`src/rtl/agc_gain_ctl.sv`:
```
// Purpose: AGC sequencer; tracks frame peak |din|, requests gain = REF / peak from div16, holds the result.
// Latency: div_iv 2 cycles after frame_end; gain/gain_v 1 cycle after div_ov; abandons a request after TIMEOUT cycles.
// Backpressure: none on din (accumulation never stalls); one divide in flight, newer frame peak overwrites an unserviced one.
//
// Ports:
//   clk, rst_n          clock, asynchronous active-low reset
//   din, dv             signed sample stream and its valid strobe
//   div_a, div_b        divider numerator / denominator, stable while a request is in flight
//   div_iv              divider start pulse
//   div_q, div_ov       divider quotient and result-valid strobe
//   gain, gain_v        held gain and its one-cycle update strobe
//   frame_end           one-cycle strobe on the last sample of each frame
//   err                 sticky divider-timeout flag
module agc_gain_ctl #(
    parameter logic [15:0] REF        = 16'h4000,
    parameter int          FRAME_LOG2 = 8,
    parameter int          TIMEOUT    = 32
) (
    input  logic        clk,
    input  logic        rst_n,
    input  logic [15:0] din,
    input  logic        dv,
    output logic [15:0] div_a,
    output logic [15:0] div_b,
    output logic        div_iv,
    input  logic [15:0] div_q,
    input  logic        div_ov,
    output logic [15:0] gain,
    output logic        gain_v,
    output logic        frame_end,
    output logic        err
);

    localparam int TW = $clog2(TIMEOUT + 1);

    typedef enum logic [1:0] {IDLE, REQ, WAIT} state_t;

    state_t                state;
    logic [FRAME_LOG2-1:0] cnt;
    logic [15:0]           peak;
    logic [15:0]           pend_pk;
    logic                  pending;
    logic [TW-1:0]         timer;
    logic [15:0]           mag;
    logic [15:0]           cur_pk;
    logic                  cnt_last;

    // |din| as unsigned 15 bits; -32768 has no positive twin, so it saturates.
    always_comb begin
        mag = din;
        if (din == 16'h8000)
            mag = 16'h7fff;
        else if (din[15])
            mag = -din;
    end

    // Peak including the current sample; the first sample of a frame restarts it.
    always_comb begin
        cur_pk = mag;
        if (cnt != '0 && peak > mag)
            cur_pk = peak;
    end

    assign cnt_last  = &cnt;
    assign frame_end = dv & cnt_last;

    // Sample accumulation runs in every FSM state.
    always_ff @(posedge clk or negedge rst_n) begin
        if (!rst_n) begin
            cnt     <= '0;
            peak    <= '0;
            pend_pk <= '0;
            pending <= 1'b0;
        end else begin
            if (dv) begin
                cnt  <= cnt + 1'b1;
                peak <= cur_pk;
                if (cnt_last)
                    pend_pk <= cur_pk;
            end
            // pending is consumed on the cycle pend_pk is sampled into div_b;
            // a frame ending that same cycle wins and keeps it set.
            if (frame_end)
                pending <= 1'b1;
            else if (state == IDLE && pending)
                pending <= 1'b0;
        end
    end

    // Request sequencer. Operands are loaded on the IDLE->REQ edge so they are
    // already valid in the div_iv cycle and stay put until the next request.
    // The timer starts at 0 in the div_iv cycle, so err rises TIMEOUT cycles after div_iv.
    always_ff @(posedge clk or negedge rst_n) begin
        if (!rst_n) begin
            state  <= IDLE;
            div_iv <= 1'b0;
            div_a  <= REF;
            div_b  <= 16'h0001;
            timer  <= '0;
            gain   <= REF;
            gain_v <= 1'b0;
            err    <= 1'b0;
        end else begin
            div_iv <= 1'b0;
            gain_v <= 1'b0;
            case (state)
                IDLE: begin
                    if (pending) begin
                        div_iv <= 1'b1;
                        div_a  <= REF;
                        div_b  <= (pend_pk == 16'h0000) ? 16'h0001 : pend_pk;
                        timer  <= '0;
                        state  <= REQ;
                    end
                end
                REQ: begin
                    timer <= timer + 1'b1;
                    state <= WAIT;
                end
                WAIT: begin
                    if (div_ov) begin
                        gain   <= div_q;
                        gain_v <= 1'b1;
                        state  <= IDLE;
                    end else if (timer == TW'(TIMEOUT - 1)) begin
                        err   <= 1'b1;
                        state <= IDLE;
                    end else begin
                        timer <= timer + 1'b1;
                    end
                end
                default: state <= IDLE;
            endcase
        end
    end

endmodule

```
`config.mk`:
```
export PLATFORM = sky130hd
export DESIGN_NAME = agc_gain_ctl
export DESIGN_NICKNAME = d
export VERILOG_FILES = /design/src/rtl/agc_gain_ctl.sv
export SDC_FILE = /design/constraint.sdc
export NUM_CORES = 1
export LEC_CHECK = 0
export BUFFER_PORTS_ARGS = -buffer_cell sky130_fd_sc_hd__clkbuf_2
export CORE_MARGIN = 3
export CORE_UTILIZATION = 60
export CTS_CLUSTER_DIAMETER = 80
export DETAILED_ROUTE_END_ITERATION = 16
export MAX_ROUTING_LAYER = met4
export PLACE_DENSITY = 0.83
export REMOVE_ABC_BUFFERS = 1
export SLEW_MARGIN = 20
export SYNTH_ARGS = -nofsm -noshare
export SYNTH_HDL_FRONTEND = slang
export SYNTH_SLANG_ARGS = --single-unit
```
`constraint.sdc`:
```
create_clock -name clk -period 5.2 [get_ports clk]
set_input_delay 0.52 -clock clk [delete_from_list [all_inputs] [get_ports clk]]
set_output_delay 0.52 -clock clk [all_outputs]
set_load 0.02 [all_outputs]
```
# [Yosys cells after proc, flatten, opt, wreduce, memory -nomap -nowiden]
# Index checks and enable logic that the tools add are counted.
[op_classes] n_addsub=3 order_cmp=1 n_eq_ne=8 n_mux=18 bitwise_logic=2 reduce_logical=14
[op_table] cell="16-bit 2-to-1 mux" n=4
[op_table] cell="6-bit 2-to-1 mux" n=3
[op_table] cell="6-bit case mux with 3 select lines" n=1
[op_table] cell="16-bit == test, second input constant" n=1
[op_table] cell="16-bit greater-than comparator" n=1
[op_table] cell="16-bit logical NOT" n=1
[op_table] cell="16-bit negator" n=1
[op_table] cell="9-bit AND reduction" n=1
[op_table] cell="8-bit by 1-bit adder with 8-bit output, second input constant" n=1
[op_table] cell="8-bit AND reduction" n=1
[op_table] cell="8-bit nonzero test" n=1
[op_table] cell="6-bit by 1-bit adder with 6-bit output, second input constant" n=1
[op_table] cell="6-bit by 5-bit == test with 1-bit output, second input constant" n=1
[op_table] cell="1-bit 2-to-1 mux" n=6
[op_table] cell="2-bit 2-to-1 mux" n=3
[op_table] cell="2-bit inequality test, second input constant" n=3
[op_table] cell="2-bit case mux with 3 select lines" n=1
[op_table] cell="2-bit AND reduction" n=3
[op_table] cell="4-bit AND reduction" n=1
[op_table] cell="3-bit inequality test, second input constant" n=1
[op_table] cell="3-bit AND reduction" n=1
[op_table] cell="3-bit nonzero test" n=1
[op_table] cell="2-bit by 1-bit == test with 1-bit output, second input constant" n=1
[op_table] cell="2-bit == test, second input constant" n=1
[op_table] cell="other kinds (5)" n=6
[word_totals] reg_bits=84

# [Logic depth before layout (Yosys ltp)]
# Gate-level depths: netlist of run 1.
[depth] depth_word=6 mapped_depth=19

# [Worst setup path before layout of run 1]
# No wires, ideal clock.
[synth_path] kind="input to register" start="in din[0]" end="reg peak[10]" path_stages=19 n_path_buf=5 required_time_ns=5.075 path_slack_ns=1.189 arrival_time_ns=3.886 path_cell_list="inv_1 ha_1 or3b_1 clkbuf_1 nor4_2 nand2_1 buf_2 nand2_1 inv_1 ha_1 nand4_1 nor3_1 a32oi_1 nand2b_1 buf_2 and3_1 buf_2 buf_4 mux2_2"
[synth_via] elab_chain_len=6 elab_cells_between_ends=7
[synth_rtl] element="from (decl)" line="21" source="input logic [15:0] din,"
[synth_rtl] element="16-bit negator" line="54" source="mag = -din;"
[synth_rtl] element="16-bit 2-to-1 mux" line="53" source="else if (din[15])"
[synth_rtl] element="16-bit 2-to-1 mux *" line="51" source="if (din == 16'h8000)"
[synth_rtl] element="16-bit greater-than comparator" line="60" source="if (cnt != '0 && peak > mag)"
[synth_rtl] element="1-bit logical AND" line="60"
[synth_rtl] element="16-bit 2-to-1 mux *" line="60"
[synth_rtl] element="to (signal assigned)" line="77" source="peak <= cur_pk;"
[synth_rtl] element="to (decl)" line="40" source="logic [15:0] peak;"
# Every way passes the cells marked *; elsewhere a longest branch is shown, timed or not.
# A chain may end at the register's enable or synchronous reset.

# [Final worst setup path of run 1]
[layout_path] start="in din[0]" end="reg pend_pk[0]"
[layout_via] elab_chain_len=6 elab_cells_between_ends=7
[layout_rtl] element="16-bit negator" line="54"
[layout_rtl] element="16-bit 2-to-1 mux" line="53"
[layout_rtl] element="16-bit 2-to-1 mux *" line="51"
[layout_rtl] element="16-bit greater-than comparator" line="60"
[layout_rtl] element="1-bit logical AND" line="60"
[layout_rtl] element="16-bit 2-to-1 mux *" line="60"
[layout_rtl] element="to (signal assigned)" line="79" source="pend_pk <= cur_pk;"
[layout_rtl] element="to (decl)" line="41" source="logic [15:0] pend_pk;"
# Marks and branches as above.

==> run_summary.xml, run 1 <==
<?xml version="1.0" encoding="UTF-8"?>
<metrics>
  <group name="status">
    <metric name="status" unit="">finished, final reports clean</metric>
  </group>
  <group name="power_and_ir_drop">
    <metric name="seqPwrFrac" unit="%">46.0</metric>
    <metric name="worst_ir_drop_vdd" unit="mV">0.176</metric>
    <metric name="internal_power" unit="W">0.00116</metric>
    <metric name="power.total" unit="W">0.00178</metric>
    <metric name="netSwitchingFraction" unit="%">34.8</metric>
    <metric name="power.switching" unit="W">0.000619</metric>
    <metric name="power.share.combinational" unit="%">30.3</metric>
    <metric name="clock_power_share" unit="%">23.7</metric>
    <metric name="pwr_density_cell" unit="mW/mm^2">349</metric>
    <metric name="power_leakage" unit="nW">2.61</metric>
  </group>
  <group name="timing">
    <metric name="setup-tns-final" unit="ns">0</metric>
    <metric name="finalHoldViolations" unit="">0</metric>
    <metric name="rsz0062_at_grt" unit="">false</metric>
    <metric name="timing.slew.headroom" unit="%">25.2</metric>
    <metric name="final-max-slew-violation-count" unit="">0</metric>
    <metric name="layout_worst_path_cycle_share" unit="%">84.8</metric>
    <metric name="worst_slack" unit="ns">0.792</metric>
    <metric name="timing_worst_slew_pin_value" unit="ns">1.12</metric>
    <metric name="report.final.setup_viol" unit="">0</metric>
    <metric name="worst_clock_skew" unit="ns">0.0114</metric>
    <metric name="maxClockFrequency" unit="MHz">227</metric>
    <metric name="post-route-min-period" unit="ns">4.41</metric>
  </group>
  <group name="synthesis">
    <metric name="yosysWarningCount" unit="">0</metric>
    <metric name="synth_top_area_share" unit="%">45.2</metric>
    <metric name="synth-edff-count" unit="">0</metric>
    <metric name="yosys.area_share.xor_xnor" unit="%">3.09</metric>
    <metric name="synth_async_sr_flop_share" unit="%">100</metric>
    <metric name="synth_largest_area_cell" unit="">sky130_fd_sc_hd__dfrtp_1</metric>
    <metric name="synth_top_family_by_area" unit="">simple AND/OR/NAND/NOR gates</metric>
    <metric name="synth_cells" unit="">439</metric>
    <metric name="synthDistinctLibCells" unit="">48</metric>
    <metric name="synth_top_cells_by_area" unit="">sky130_fd_sc_hd__dfrtp_1 (45%), sky130_fd_sc_hd__mux2_2 (12%), sky130_fd_sc_hd__ha_1 (6.3%)</metric>
    <metric name="synth_mux_area_share" unit="%">11.9</metric>
    <metric name="yosys_register_bits" unit="">84</metric>
    <metric name="mean_instance_size_in_the_synthesized_netlist" unit="sq um">10.3</metric>
    <metric name="primary_ff_master_synth" unit="">sky130_fd_sc_hd__dfrtp_1</metric>
    <metric name="synth_seq_area_share" unit="%">46.4</metric>
    <metric name="synth_adder_area_share" unit="%">6.34</metric>
    <metric name="synth_simple_gate_area_share" unit="%">14.1</metric>
    <metric name="combined_area_of_all_synthesized_cells" unit="sq mm">0.00454</metric>
    <metric name="synth_compound_gate_area_share" unit="%">11.5</metric>
  </group>
  <group name="finish">
    <metric name="post-route-util" unit="%">69.9</metric>
    <metric name="multi_input_comb_area" unit="sq mm">0.00219</metric>
    <metric name="layout_common_cells" unit="">sky130_fd_sc_hd__dfrtp_1 (82), sky130_fd_sc_hd__clkbuf_2 (70), sky130_fd_sc_hd__nand2_1 (49), sky130_fd_sc_hd__mux2_2 (48), sky130_fd_sc_hd__inv_1 (27)</metric>
    <metric name="flow.area_growth_from_synthesis" unit="%">12.3</metric>
    <metric name="num_antenna_cells" unit="">0</metric>
    <metric name="finish.net_count" unit="">563</metric>
    <metric name="mostFrequentLayoutCell" unit="">sky130_fd_sc_hd__dfrtp_1</metric>
    <metric name="fillers" unit="">568</metric>
    <metric name="share_of_layout_cells_above_drive_strength_1" unit="%">29.5</metric>
    <metric name="area.sequential" unit="sq mm">0.00210</metric>
  </group>
  <group name="cts">
    <metric name="clock_tree.htree_level_count" unit="">3</metric>
    <metric name="buffers_from_clock_root_to_sink_at_most" unit="">2</metric>
    <metric name="clk-insertion-delay-late" unit="ns">0.36</metric>
    <metric name="cts_resized" unit="">0</metric>
    <metric name="tritoncts" unit="">built</metric>
    <metric name="postCtsSetupRepairBufs" unit="">0</metric>
    <metric name="cts-hold-fix-buffers" unit="">0</metric>
    <metric name="clock_pin_slew_on_the_worst_setup_and_hold_paths" unit="ns">0.08</metric>
    <metric name="clkSinkCount" unit="">84</metric>
    <metric name="cts_inserted_buffers" unit="">9</metric>
    <metric name="buffer_type_at_the_clock_tree_root" unit="">sky130_fd_sc_hd__clkbuf_8</metric>
  </group>
  <group name="routing">
    <metric name="route.antenna.remaining_nets" unit="">0</metric>
    <metric name="first_pass_iters" unit="">4</metric>
    <metric name="wl_per_cell" unit="microns">15.1</metric>
    <metric name="totalWireLength" unit="mm">9.15</metric>
    <metric name="initial_drc_count" unit="">139</metric>
    <metric name="vias_post_dr" unit="">3433</metric>
    <metric name="routed_via_density" unit="">5.65</metric>
    <metric name="drc_errors" unit="">0</metric>
  </group>
  <group name="floorplanning">
    <metric name="core" unit="sq mm">0.00729</metric>
    <metric name="dieArea" unit="sq mm">0.00865</metric>
    <metric name="die_w" unit="microns">93.0</metric>
    <metric name="die_y" unit="microns">93.0</metric>
    <metric name="top_level_ports" unit="">88</metric>
    <metric name="initial_utilization" unit="%">62.3</metric>
    <metric name="rows" unit="">31</metric>
  </group>
  <group name="worst_hold_path">
    <metric name="hp-class" unit="">in -&gt; async</metric>
  </group>
  <group name="global_route">
    <metric name="antenna_found_initial" unit="">0</metric>
    <metric name="maximum_number_of_pins_on_one_net_before_global_route_repair" unit="">85</metric>
    <metric name="grt_pass1_vias" unit="">3355</metric>
    <metric name="gr-total-overflow" unit="">0</metric>
    <metric name="total_global_route_track_usage" unit="%">22.8</metric>
    <metric name="grt_first_pass_wirelength" unit="mm">15.3</metric>
  </group>
  <group name="worst_setup_path">
    <metric name="worst_setup_path_end_kind" unit="">register</metric>
    <metric name="reg2reg_setup_slack" unit="ns">2.37</metric>
    <metric name="r2r.worst_path.cells" unit="">7</metric>
    <metric name="path_max_fanout" unit="">15</metric>
    <metric name="start_kind" unit="">input pin</metric>
    <metric name="worst-endpoint-required" unit="ns">5.44</metric>
    <metric name="rr_endpoint" unit="">pend_pk[0]$_DFFE_PN0P_</metric>
    <metric name="crit-reg2reg-launch" unit="">peak[13]$_DFFE_PN0P_</metric>
    <metric name="criticalPathCategory" unit="">in -&gt; reg</metric>
    <metric name="critical_path_arrival" unit="ns">4.65</metric>
  </group>
  <group name="flow_run">
    <metric name="timing.max_cap.violations" unit="">0</metric>
  </group>
  <group name="place">
    <metric name="placement.setup.worst_slack" unit="ns">0.459</metric>
    <metric name="gp_congestion" unit="">0.913</metric>
    <metric name="buffer_ports.inserted" unit="">71</metric>
    <metric name="place_hpwl" unit="mm">6.75</metric>
  </group>
</metrics>
## cells by family (layout without fill, tap and decap cells)
kind of cell	count (synthesis)	in the layout
AO/OA/AOI/OAI	78	78
XOR/XNOR	16	16
adder cells (fa/ha/maj)	23	23
buffers and inverters	61	117
flip-flops	84	84
multiplexers	48	48
other	2	16
AND/OR/NAND/NOR	127	127
## metrics by stage
| stage | cell area [sq um] | cells | hold WS (ns) |
|---|---|---|---|
| 6_report | 5100 | 608 | 0.0712 |
| 4_1_cts | 5070 | 607 | 0.375 |
| 5_1_grt | 5100 | 608 | 0.0708 |
| 3_3_place_gp | 4890 | 591 | 0.454 |
| 3_5_place_dp | 4890 | 591 | 0.459 |
| 2_1_floorplan | 4400 | 419 | 0.224 |
## layout make-up
type | count | area share (%)
Multi-Input combinational cell | 308 | 43.0
Timing Repair Buffer | 74 | 7.85
Sequential cell | 84 | 41.3
Tap cell | 99 | 2.43
Inverter | 27 | 1.99
Clock inverter | 5 | 0.687
Clock buffer | 11 | 2.77
## power groups by stage
| stage | Combinational (W) | Sequential [W] | Clock, W |
|---|---|---|---|
| floorplan | 0.000390 | 0.000808 | 0 |
| global placement | 0.000507 | 0.000826 | 0 |
| detailed placement | 0.000532 | 0.000831 | 0 |
| CTS | 0.000536 | 0.000819 | 0.000429 |
| global route | 0.000604 | 0.000832 | 0.000457 |
| finish | 0.000540 | 0.000820 | 0.000422 |
## Yosys cell counts (2+ instances only)
| master | number |
|---|---|
| sky130_fd_sc_hd__conb_1 | 2 |
| sky130_fd_sc_hd__clkbuf_1 | 14 |
| sky130_fd_sc_hd__or3_1 | 3 |
| sky130_fd_sc_hd__o31ai_1 | 14 |
| sky130_fd_sc_hd__nor2b_1 | 4 |
| sky130_fd_sc_hd__inv_1 | 27 |
| sky130_fd_sc_hd__and3_1 | 3 |
| sky130_fd_sc_hd__o41ai_1 | 2 |
| sky130_fd_sc_hd__nand4_1 | 6 |
| sky130_fd_sc_hd__nor3b_1 | 4 |
| sky130_fd_sc_hd__buf_4 | 17 |
| sky130_fd_sc_hd__or2_2 | 3 |
| sky130_fd_sc_hd__a21oi_1 | 24 |
| sky130_fd_sc_hd__o211ai_1 | 3 |
| sky130_fd_sc_hd__buf_2 | 3 |
| sky130_fd_sc_hd__mux2_2 | 48 |
| sky130_fd_sc_hd__xor2_1 | 11 |
| sky130_fd_sc_hd__nor2_1 | 14 |
| sky130_fd_sc_hd__a221oi_1 | 2 |
| sky130_fd_sc_hd__nand2b_1 | 3 |
| sky130_fd_sc_hd__ha_1 | 23 |
| sky130_fd_sc_hd__a31oi_1 | 2 |
| sky130_fd_sc_hd__dfrtp_1 | 82 |
| sky130_fd_sc_hd__o21ai_0 | 13 |
| sky130_fd_sc_hd__nand3_1 | 8 |
| sky130_fd_sc_hd__dfstp_2 | 2 |
| sky130_fd_sc_hd__a22o_1 | 3 |
| sky130_fd_sc_hd__nor4_1 | 4 |
| sky130_fd_sc_hd__nor3_1 | 18 |
| sky130_fd_sc_hd__or4_4 | 2 |
| sky130_fd_sc_hd__nand2_1 | 49 |
| sky130_fd_sc_hd__xnor2_1 | 5 |
| sky130_fd_sc_hd__o311ai_0 | 3 |
| sky130_fd_sc_hd__a21o_1 | 4 |
## worst max path at each step
stage | startpoint | to | slack [ns] | cells after the start
finish | din[0] | pend_pk[0]$_DFFE_PN0P_ | 0.79 | 15
global route | din[0] | pend_pk[0]$_DFFE_PN0P_ | 0.39 | 15
CTS | din[0] | peak[8]$_DFFE_PN0P_ | 0.82 | 15
detailed placement | din[0] | peak[8]$_DFFE_PN0P_ | 0.46 | 15
global placement | din[0] | peak[13]$_DFFE_PN0P_ | 0.70 | 15
floorplan | din[0] | peak[0]$_DFFE_PN0P_ | 0.78 | 14
## state kept, by name, summed over array words and instances (netlist names), 2 cells and up
register	flops
peak	16
pend_pk	16
cnt	8
state	2
gain	16
div_b	16
timer	6
## metal layers
metal,up-vias,GRT usage [%],part of all wire [%]
met5,-,-,0
met4,0,7.57,1.9
met3,20,4.51,6.9
met2,127,36.8,48
met1,1630,29.0,43
li1,1656,-,-
## worst max-delay path, cell delays in order
cell and delay, ns:
sky130_fd_sc_hd__clkbuf_2 0.10, sky130_fd_sc_hd__inv_1 0.08, sky130_fd_sc_hd__ha_1 0.16, sky130_fd_sc_hd__or3b_1 0.45, sky130_fd_sc_hd__nor4_2 0.37, sky130_fd_sc_hd__nand2_1 0.33, sky130_fd_sc_hd__o311ai_0 0.29, sky130_fd_sc_hd__inv_1 0.10
sky130_fd_sc_hd__ha_1 0.30, sky130_fd_sc_hd__nand4_1 0.10, sky130_fd_sc_hd__nor3_1 0.09, sky130_fd_sc_hd__a32oi_1 0.31, sky130_fd_sc_hd__nor2b_1 0.93, sky130_fd_sc_hd__nor2_1 0.15, sky130_fd_sc_hd__o311ai_0 0.36
Power figures use the tool's default switching activity.
==> run 2, diff against run 1 <==
- ABC_AREA: not set -> 1
- CORE_UTILIZATION: 60 -> 56
- PLACE_DENSITY: 0.83 -> 0.77
- clock period: 5.2 -> 4.25 ns (I/O delays scaled with it)
==> run_summary.xml, run 2 <==
<?xml version="1.0" encoding="UTF-8"?>
<metrics>
  <group name="synthesis">
    <metric name="synthDistinctLibCells" unit="">39</metric>
    <metric name="synth_seq_area_share" unit="%">44.5</metric>
    <metric name="yosysWarningCount" unit="">0</metric>
    <metric name="synth_top_area_share" unit="%">43.4</metric>
    <metric name="synth_async_sr_flop_share" unit="%">100</metric>
    <metric name="combined_area_of_all_synthesized_cells" unit="sq mm">0.00473</metric>
    <metric name="synth-edff-count" unit="">0</metric>
    <metric name="netlist_top_cells_count" unit="">sky130_fd_sc_hd__nand2_1 (233), sky130_fd_sc_hd__dfrtp_1 (82), sky130_fd_sc_hd__nand3_1 (67)</metric>
    <metric name="yosys_register_bits" unit="">84</metric>
    <metric name="primary_ff_master_synth" unit="">sky130_fd_sc_hd__dfrtp_1</metric>
    <metric name="mean_instance_size_in_the_synthesized_netlist" unit="sq um">7.63</metric>
    <metric name="synth_largest_area_cell" unit="">sky130_fd_sc_hd__dfrtp_1</metric>
    <metric name="synth_cells" unit="">620</metric>
    <metric name="top_count_cell_post_synth" unit="">sky130_fd_sc_hd__nand2_1</metric>
    <metric name="synth_top_cells_by_area" unit="">sky130_fd_sc_hd__dfrtp_1 (43%), sky130_fd_sc_hd__nand2_1 (18%), sky130_fd_sc_hd__nand3_1 (7.1%)</metric>
  </group>
  <group name="cts">
    <metric name="buffer_type_at_the_clock_tree_root" unit="">sky130_fd_sc_hd__clkbuf_8</metric>
    <metric name="clkSinkCount" unit="">84</metric>
    <metric name="clock_pin_slew_on_the_worst_setup_and_hold_paths" unit="ns">0.08</metric>
    <metric name="tritoncts" unit="">built</metric>
    <metric name="clk-insertion-delay-late" unit="ns">0.35</metric>
    <metric name="cts_resized" unit="">0</metric>
    <metric name="cts-hold-fix-buffers" unit="">0</metric>
    <metric name="cts_inserted_buffers" unit="">9</metric>
    <metric name="postCtsSetupRepairBufs" unit="">0</metric>
    <metric name="buffers_from_clock_root_to_sink_at_most" unit="">2</metric>
    <metric name="clock_tree.htree_level_count" unit="">3</metric>
  </group>
  <group name="global_route">
    <metric name="grt_pass1_vias" unit="">3891</metric>
    <metric name="maximum_number_of_pins_on_one_net_before_global_route_repair" unit="">85</metric>
    <metric name="grt_first_pass_wirelength" unit="mm">17.9</metric>
    <metric name="total_global_route_track_usage" unit="%">23.1</metric>
    <metric name="antenna_found_initial" unit="">0</metric>
    <metric name="gr-total-overflow" unit="">0</metric>
  </group>
  <group name="place">
    <metric name="place_area" unit="sq mm">0.00509</metric>
    <metric name="place_hpwl" unit="mm">7.55</metric>
    <metric name="gp_congestion" unit="">0.922</metric>
    <metric name="buffer_ports.inserted" unit="">71</metric>
  </group>
  <group name="worst_setup_path">
    <metric name="criticalPathCategory" unit="">in -&gt; reg</metric>
    <metric name="setup.worst_path.end" unit="">peak[10]$_DFFE_PN0P_</metric>
    <metric name="critical_path_arrival" unit="ns">3.29</metric>
    <metric name="r2r.worst_path.cells" unit="">5</metric>
    <metric name="crit-reg2reg-launch" unit="">state[0]$_DFFE_PN0P_</metric>
    <metric name="worstSetupStartpoint" unit="">din[1]</metric>
    <metric name="worst-endpoint-required" unit="ns">4.49</metric>
    <metric name="path_max_fanout" unit="">17</metric>
    <metric name="reg2reg_setup_slack" unit="ns">2.12</metric>
    <metric name="start_kind" unit="">input pin</metric>
    <metric name="worst_setup_path_end_kind" unit="">register</metric>
    <metric name="rr_endpoint" unit="">state[0]$_DFFE_PN0P_</metric>
  </group>
  <group name="timing">
    <metric name="finalHoldViolations" unit="">0</metric>
    <metric name="timing.slew.headroom" unit="%">50.7</metric>
    <metric name="worst_clock_skew" unit="ns">0.0116</metric>
    <metric name="layout_worst_path_cycle_share" unit="%">71.8</metric>
    <metric name="maxClockFrequency" unit="MHz">328</metric>
    <metric name="rsz0062_at_grt" unit="">false</metric>
    <metric name="setup-tns-final" unit="ns">0</metric>
    <metric name="post-route-min-period" unit="ns">3.05</metric>
    <metric name="timing_worst_slew_pin_value" unit="ns">0.740</metric>
    <metric name="final-max-slew-violation-count" unit="">0</metric>
    <metric name="report.final.setup_viol" unit="">0</metric>
  </group>
  <group name="finish">
    <metric name="layout_common_cells" unit="">sky130_fd_sc_hd__nand2_1 (233), sky130_fd_sc_hd__dfrtp_1 (82), sky130_fd_sc_hd__clkbuf_2 (70), sky130_fd_sc_hd__nand3_1 (67), sky130_fd_sc_hd__inv_1 (56)</metric>
    <metric name="flow.area_growth_from_synthesis" unit="%">11.9</metric>
    <metric name="finish.net_count" unit="">747</metric>
    <metric name="share_of_layout_cells_above_drive_strength_1" unit="%">15.2</metric>
    <metric name="final_area" unit="sq mm">0.00530</metric>
    <metric name="num_antenna_cells" unit="">0</metric>
    <metric name="fillers" unit="">694</metric>
    <metric name="mostFrequentLayoutCell" unit="">sky130_fd_sc_hd__nand2_1</metric>
  </group>
  <group name="floorplanning">
    <metric name="rows" unit="">32</metric>
    <metric name="core" unit="sq mm">0.00797</metric>
    <metric name="top_level_ports" unit="">88</metric>
    <metric name="initial_utilization" unit="%">59.4</metric>
    <metric name="die_y" unit="microns">97.9</metric>
    <metric name="die_w" unit="microns">97.9</metric>
    <metric name="dieArea" unit="sq mm">0.00959</metric>
  </group>
  <group name="routing">
    <metric name="routed_via_density" unit="">5.20</metric>
    <metric name="first_pass_iters" unit="">9</metric>
    <metric name="vias_post_dr" unit="">4130</metric>
    <metric name="initial_drc_count" unit="">201</metric>
    <metric name="drc_errors" unit="">0</metric>
    <metric name="wl_per_cell" unit="microns">12.9</metric>
    <metric name="totalWireLength" unit="mm">10.3</metric>
    <metric name="route.antenna.remaining_nets" unit="">0</metric>
  </group>
  <group name="power_and_ir_drop">
    <metric name="power_leakage" unit="nW">3.04</metric>
    <metric name="pwr_density_cell" unit="mW/mm^2">545</metric>
    <metric name="worst_ir_drop_vdd" unit="mV">0.269</metric>
  </group>
  <group name="worst_hold_path">
    <metric name="hp-class" unit="">in -&gt; async</metric>
  </group>
  <group name="status">
    <metric name="status" unit="">finished, final reports clean</metric>
  </group>
  <group name="flow_run">
    <metric name="timing.max_cap.violations" unit="">0</metric>
  </group>
</metrics>
-- run 2: cell count changes after synthesis, moves of 4 or more --
| cell | change |
|---|---|
| sky130_fd_sc_hd__clkbuf_1 | -8 |
| sky130_fd_sc_hd__nor3_1 | -13 |
| sky130_fd_sc_hd__nand3_1 | +59 |
| sky130_fd_sc_hd__nor2b_1 | -4 |
| sky130_fd_sc_hd__mux2_2 | -48 |
| sky130_fd_sc_hd__nand2_1 | +184 |
| sky130_fd_sc_hd__o31ai_1 | -14 |
| sky130_fd_sc_hd__inv_1 | +29 |
| sky130_fd_sc_hd__inv_2 | +5 |
| sky130_fd_sc_hd__nor2_1 | +25 |
| sky130_fd_sc_hd__xor2_1 | -5 |
-- run 2: layer usage --
layer	GRT usage, %	vias up	wire length [microns]
met1	32.2	1891	4880
met4	8.09	0	167
met5	-	-	0
li1	-	2073	-
met3	3.86	20	589
met2	34.2	146	4610
-- run 2: worst max-delay path: stages --
cell                       delay, ns
sky130_fd_sc_hd__clkbuf_2       0.08
sky130_fd_sc_hd__inv_1          0.10
sky130_fd_sc_hd__ha_1           0.24
sky130_fd_sc_hd__nand4_1        0.15
sky130_fd_sc_hd__nor2_1         0.29
sky130_fd_sc_hd__nand3_4        0.18
sky130_fd_sc_hd__inv_2          0.14
sky130_fd_sc_hd__a21oi_1        0.09
sky130_fd_sc_hd__ha_1           0.30
sky130_fd_sc_hd__nand2_1        0.06
sky130_fd_sc_hd__nor2_1         0.17
sky130_fd_sc_hd__nand4_1        0.11
sky130_fd_sc_hd__nor2_1         0.13
sky130_fd_sc_hd__a21oi_2        0.04
sky130_fd_sc_hd__buf_4          0.21
sky130_fd_sc_hd__nand2_2        0.27
sky130_fd_sc_hd__nand2_1        0.15
sky130_fd_sc_hd__nand3_1        0.10
sky130_fd_sc_hd__nand2_1        0.06
-- run 2: worst min path at each step --
stage	to	cells past startpoint
2_1_floorplan	cnt[0]$_DFFE_PN0P_	0
3_3_place_gp	gain[14]$_DFFE_PN1P_	2
3_5_place_dp	gain[13]$_DFFE_PN0P_	2
4_1_cts	gain[14]$_DFFE_PN1P_	3
5_1_grt	div_b[12]$_DFFE_PN0P_	1
6_report	div_b[8]$_DFFE_PN0P_	1
-- run 2: area by class of cell --
type | instances | area [sq um] | area share, %
inverters | 64 | 243 | 4.58
well taps | 102 | 128 | 2.41
clock buffers | 10 | 128 | 2.41
repair buffers | 73 | 377 | 7.11
multi-input cells | 456 | 2240 | 42.3
clock inverters | 5 | 78.8 | 1.49
flip-flops and latches | 84 | 2100 | 39.7
-- run 2: report_power, final --
part	total (W)	switching (W)	leakage (nW)	internal, W
Combinational	0.00111	0.000729	1.85	0.000384
Sequential	0.00116	0.000155	1.09	0.00101
Clock	0.000613	0.000285	0.106	0.000327
-- run 2: cell families (layout without fill, tap and decap cells) --
| kind of cell | count (synthesis) | count (layout) | share of synthesized area [%] |
|---|---|---|---|
| buf+inv | 94 | 152 | 9.33 |
| fa+ha+maj | 23 | 23 | 6.08 |
| flops | 84 | 84 | 44.5 |
| compound gates | 44 | 44 | 5.16 |
| other cells | 2 | 16 | 0.159 |
| xor+xnor | 9 | 9 | 1.67 |
| simple gates | 364 | 364 | 33.1 |
-- run 2: per-stage QoR --
step | util (%) | power (W) | std cells | hold WS (ns) | setup WS, ns
global route | 66.5 | 0.00312 | 794 | 0.177 | 0.943
floorplan | - | 0.00195 | 604 | 0.129 | 1.45
global placement | 63.8 | 0.00223 | 779 | 0.459 | 0.973
detailed placement | 63.8 | 0.00228 | 779 | 0.465 | 0.901
CTS | 66.4 | 0.00290 | 794 | 0.243 | 1.25
finish | 66.5 | 0.00289 | 794 | 0.112 | 1.20
